## config.mk

```make
export PLATFORM = sky130hd
export DESIGN_NAME = reg_writeback_unit
export DESIGN_NICKNAME = d
export VERILOG_FILES = /design/src/rtl/reg_writeback_unit.sv
export SDC_FILE = /design/constraint.sdc
export NUM_CORES = 1
export LEC_CHECK = 0
export BUFFER_PORTS_ARGS = -buffer_cell sky130_fd_sc_hd__buf_2
export CAP_MARGIN = 20
export CORE_MARGIN = 4
export CORE_UTILIZATION = 44
export DETAILED_ROUTE_END_ITERATION = 10
export GPL_TIMING_DRIVEN = 0
export PLACE_DENSITY = 0.79
export SLEW_MARGIN = 25
export SYNTH_ARGS = -nofsm -noshare
export SYNTH_HDL_FRONTEND = slang
export SYNTH_SLANG_ARGS = --single-unit
export TNS_END_PERCENT = 1
```

## constraint.sdc

```tcl
create_clock -name CLK -period 2.91 [get_ports CLK]
set_input_delay 0.291 -clock CLK [delete_from_list [all_inputs] [get_ports CLK]]
set_output_delay 0.291 -clock CLK [all_outputs]
set_load 0.05 [all_outputs]
```

## src/rtl/reg_writeback_unit.sv

```systemverilog
`default_nettype none
// ============================================================================
// Module      : reg_writeback_unit
// Description : Register-file write-back arbiter merging MEM/WB results with a
//               buffered mul/div result stream; mirrors commits for forwarding.
// Revision    : 1.0 - initial release
// ============================================================================
module reg_writeback_unit #(
  parameter int FIFO_DEPTH   = 2,
  parameter int STARVE_LIMIT = 4
) (
  input  logic        CLK,
  input  logic        RESET,
  input  logic        PIPE_VALID,
  input  logic [4:0]  PIPE_RD,
  input  logic [1:0]  PIPE_WBSEL,
  input  logic [2:0]  PIPE_FUNCT3,
  input  logic [31:0] PIPE_ALU,
  input  logic [31:0] PIPE_MEM,
  input  logic [31:0] PIPE_PC4,
  input  logic        MD_VALID,
  input  logic [4:0]  MD_RD,
  input  logic [31:0] MD_DATA,
  output logic        MD_READY,
  output logic        STALL_PIPE,
  output logic        WRITE,
  output logic [4:0]  INADDRESS,
  output logic [31:0] IN,
  output logic        FWD_VALID,
  output logic [4:0]  FWD_RD,
  output logic [31:0] FWD_DATA
);

  localparam int c_PTR_W = (FIFO_DEPTH > 1) ? $clog2(FIFO_DEPTH) : 1;
  localparam int c_CNT_W = $clog2(FIFO_DEPTH + 1);
  localparam int c_STV_W = $clog2(STARVE_LIMIT + 1);

  localparam logic [1:0] c_WB_ALU = 2'b00;
  localparam logic [1:0] c_WB_MEM = 2'b01;
  localparam logic [1:0] c_WB_PC4 = 2'b10;
  localparam logic [1:0] c_WB_NONE = 2'b11;

  logic [4:0]         r_fifo_rd   [FIFO_DEPTH];
  logic [31:0]        r_fifo_data [FIFO_DEPTH];
  logic [c_PTR_W-1:0] r_wptr;
  logic [c_PTR_W-1:0] r_rptr;
  logic [c_CNT_W-1:0] r_count;
  logic [c_STV_W-1:0] r_starve;
  logic               r_stall;
  logic               r_write;
  logic [4:0]         r_addr;
  logic [31:0]        r_data;

  logic               w_empty;
  logic               w_full;
  logic               w_push;
  logic               w_pop;
  logic               w_pipe_req;
  logic               w_grant_pipe;
  logic [31:0]        w_load;
  logic [31:0]        w_pipe_data;
  logic [c_STV_W-1:0] w_starve_nxt;

  assign w_empty      = (r_count == '0);
  assign w_full       = (r_count == c_CNT_W'(FIFO_DEPTH));
  assign MD_READY     = !w_full && !RESET;
  assign w_push       = MD_VALID && MD_READY && (MD_RD != 5'd0);
  assign w_pipe_req   = PIPE_VALID && (PIPE_WBSEL != c_WB_NONE) && (PIPE_RD != 5'd0);
  // A stall slot belongs to the FIFO head regardless of what the pipeline offers.
  assign w_grant_pipe = !r_stall && w_pipe_req;
  assign w_pop        = !w_empty && (r_stall || !w_pipe_req);
  assign w_starve_nxt = (w_empty || w_pop) ? '0 : r_starve + 1'b1;

  always_comb begin
    w_load = PIPE_MEM;
    case (PIPE_FUNCT3)
      3'b000:  w_load = {{24{PIPE_MEM[7]}}, PIPE_MEM[7:0]};
      3'b001:  w_load = {{16{PIPE_MEM[15]}}, PIPE_MEM[15:0]};
      3'b100:  w_load = {24'd0, PIPE_MEM[7:0]};
      3'b101:  w_load = {16'd0, PIPE_MEM[15:0]};
      default: w_load = PIPE_MEM;
    endcase
  end

  always_comb begin
    w_pipe_data = PIPE_ALU;
    case (PIPE_WBSEL)
      c_WB_ALU: w_pipe_data = PIPE_ALU;
      c_WB_MEM: w_pipe_data = w_load;
      c_WB_PC4: w_pipe_data = PIPE_PC4;
      default:  w_pipe_data = PIPE_ALU;
    endcase
  end

  // Storage needs no reset: occupancy is tracked solely by r_count.
  always_ff @(posedge CLK) begin
    if (w_push) begin
      r_fifo_rd[r_wptr]   <= MD_RD;
      r_fifo_data[r_wptr] <= MD_DATA;
    end
  end

  always_ff @(posedge CLK) begin
    if (RESET) begin
      r_wptr   <= '0;
      r_rptr   <= '0;
      r_count  <= '0;
      r_starve <= '0;
      r_stall  <= 1'b0;
    end else begin
      if (w_push) r_wptr <= r_wptr + 1'b1;
      if (w_pop)  r_rptr <= r_rptr + 1'b1;
      case ({w_push, w_pop})
        2'b10:   r_count <= r_count + 1'b1;
        2'b01:   r_count <= r_count - 1'b1;
        default: r_count <= r_count;
      endcase
      r_starve <= w_starve_nxt;
      r_stall  <= (w_starve_nxt == c_STV_W'(STARVE_LIMIT));
    end
  end

  always_ff @(posedge CLK) begin
    if (RESET) begin
      r_write <= 1'b0;
      r_addr  <= 5'd0;
      r_data  <= 32'd0;
    end else if (w_grant_pipe) begin
      r_write <= 1'b1;
      r_addr  <= PIPE_RD;
      r_data  <= w_pipe_data;
    end else if (w_pop) begin
      r_write <= 1'b1;
      r_addr  <= r_fifo_rd[r_rptr];
      r_data  <= r_fifo_data[r_rptr];
    end else begin
      r_write <= 1'b0;
    end
  end

  assign STALL_PIPE = r_stall;
  assign WRITE      = r_write;
  assign INADDRESS  = r_addr;
  assign IN         = r_data;
  assign FWD_VALID  = r_write;
  assign FWD_RD     = r_addr;
  assign FWD_DATA   = r_data;

endmodule
`default_nettype wire
```

==> flow_metrics.tcl <==
set metrics [dict create \
    synth-seq-area-share 0.564 \
    min_path_cells 1 \
    p_leak_nw 3.20 \
    synthArstFlopShare 0 \
    drt-initial-drc-count 285 \
    globalRouteOverflowTotal 0 \
    vias 4842 \
    place_area_sq_um 6990 \
    worst_slack_ns 0.458 \
    gp_congestion 0.829 \
    pin_count 225 \
    yosysWarningCount 0 \
    worstPathMaxFanout 10 \
    power.total_mw 7.00 \
    r2r_setup_slack_ns 0.46 \
    cts_resized 0 \
    cts_root_buf "clkbuf_16" \
    r2r_start "STALL_PIPE" \
    arrival_ns 2.79 \
    r2r_end "r_count[1]" \
    finalCritPeriodShare 0.843 \
    drv_cap 0 \
    crit_required_ns 3.25 \
    reg2regPathDepth 7 \
    cts.htree.levels 4 \
    ys_types 37 \
    yosysTopAreaCell "edfxtp_1" \
    hold_path_end "r_fifo_data[0][18]" \
    critPathBufInv 1 \
    cp-end-kind "flop" \
    path_cells "nor3b_2 > o21a_1 > clkbuf_1 > nor2_1 > ha_1 > or3_1 > a21oi_1" \
    clk-insertion-delay-late_ns 0.41 \
    hold_viol_final 0 \
    finalSetupViolations 0 \
    run_status "complete, no violations" \
    numCtsBuffers 17 \
    drive_above_1_share 0.417 \
    grt_pass1_wl_um 25000 \
    wl_per_cell_um 18.1 \
    synth_flop_cell "edfxtp_1" \
    max_slew_margin 0.455 \
    synth_top_area_frac 0.397 \
    synth_edf_count 74 \
    final_cells 907 \
    synthToLayoutAreaGrowth_pct 34.6 \
    routed_wl_um 16400 \
    port_buffers 223 \
    slowest_stage "clkbuf_1" \
    hpwl_um 12100 \
    min_from "MD_DATA[18]" \
    vias_per_cell 5.34 \
    fillCellCount 1034 \
    tightest_slew_ns 0.817 \
    syn_area_sq_um 5600 \
    ctsHoldBuffers 0 \
    start_util 0.457 \
    die_y_um 121 \
    fp.dieW_um 121 \
    start_kind "flop" \
    max_freq_mhz 408 \
    antenna_found_initial 0 \
    synth_most_common_cell "edfxtp_1" \
    core-area_sq_um 12300 \
    track_usage 0.225 \
    netlist_instances 482 \
    hold_class "in -> reg" \
    rsz0062_at_grt "no" \
    dpl.cell_count 875 \
    path_class "reg -> reg" \
    layout.nets 878 \
    fin_crit_ns 2.45 \
    syn_area_per_cell_sq_um 11.6 \
    route.detailed.drc 0 \
    slew_viol_final 0 \
    whs_ns 0.0617 \
    grt_pass1_vias 4815 \
    netlist_top_cells_count "edfxtp_1 (74), dfxtp_1 (47), o211ai_1 (45)" \
    ys_ff_latch 121 \
    grt_max_degree 22 \
    cts_setup_buffers 0 \
    yosys-top-cells-area "edfxtp_1 (40%), dfxtp_1 (17%), mux2i_1 (6.6%), o211ai_1 (6.0%), buf_4 (5.1%)" \
    cts_sinks 121 \
    cts.path.max_buffers 2 \
    antenna_cells 0 \
    slowest_delay_ns 0.44 \
    path_delay_family "simple AND/OR/NAND/NOR gates" \
    syn_nets 634 \
    worst_clock_skew_ns 0.00990 \
    cts_tree "built" \
    fin_util 0.615 \
    worstSetupPathDepth 7 \
    ant_nets 0 \
    dieArea_sq_um 14600 \
    setup_tns_ns 0 \
    rows 40 \
    pre_cts_ws_ns 0.0597 \
    final_area_sq_um 7540 \
    cellPowerDensity_nw_per_um2 928 \
    clk_pin_slew_ns 0.06 \
    first_pass_iters 5 \
    ir_worst_vdd_uv 505 \
]
==> cells in the final DEF (no fill, tap or decap), drive strengths merged, types with 3 or more instances in the layout <==
cell / instances
buf: 274
edfxtp: 74
dfxtp: 47
clkbuf: 46
o211ai: 45
nand2: 42
mux2i: 37
a21oi: 34
a221o: 24
inv: 23
a22oi: 17
nor2: 12
a221oi: 8
o32ai: 8
clkinv: 8
o21ai: 7
ha: 5
o21a: 3
or3: 3
==> flip-flops by register name (all words and copies together), names as in the netlist, named ones only <==
register     count
r_count          2
FWD_VALID        1
r_wptr           1
r_starve         3
r_rptr           1
FWD_RD           5
r_fifo_rd       10
r_fifo_data     64
STALL_PIPE       1
FWD_DATA        32
==> layer usage <==
metal	wire length (um)	vias to the layer above	track usage
li1	-	2288	-
met1	6580	2293	0.274
met2	8220	233	0.385
met3	1330	28	0.0536
met4	310	0	0.0885
met5	0	-	0
==> kinds of logic (layout without fill, tap and decap cells) <==
group           after synthesis  count (layout)  synth area share
compound gates              147             147             0.194
flops                       121             121             0.564
buf+inv                      97             354            0.0985
simple gates                 71              71            0.0587
mux                          38              38            0.0681
fa+ha+maj                     5               5            0.0112
xor+xnor                      3               3           0.00469
==> worst max path at each step <==
stage | slack, ns | to | from
6_report | 0.46 | r_count[1] | STALL_PIPE
5_1_grt | 0.28 | r_count[1] | STALL_PIPE
4_1_cts | 0.43 | r_count[1] | STALL_PIPE
3_5_place_dp | 0.06 | r_count[1] | PIPE_WBSEL[0]
3_3_place_gp | -0.34 | r_fifo_data[1][17] | RESET
2_1_floorplan | 0.54 | r_fifo_data[1][0] | RESET
==> cell type report <==
type,count,area (sq um),share of cell area
timing repair buffer,225,1170,0.155
tap,168,210,0.0279
clock buffer,22,444,0.0589
multi-input combinational,264,1900,0.252
sequential,121,3160,0.419
inverter,24,90.1,0.0119
buffer,73,462,0.0612
clock inverter,10,104,0.0138
==> where the power goes <==
group	internal [mW]	switching, mW	total [mW]
logic	0.887	1.94	2.83
clock network	1.25	0.710	1.96
registers	2.06	0.150	2.21
total	4.20	2.80	7.00
Note: power is estimated with default switching activity, not from simulation.
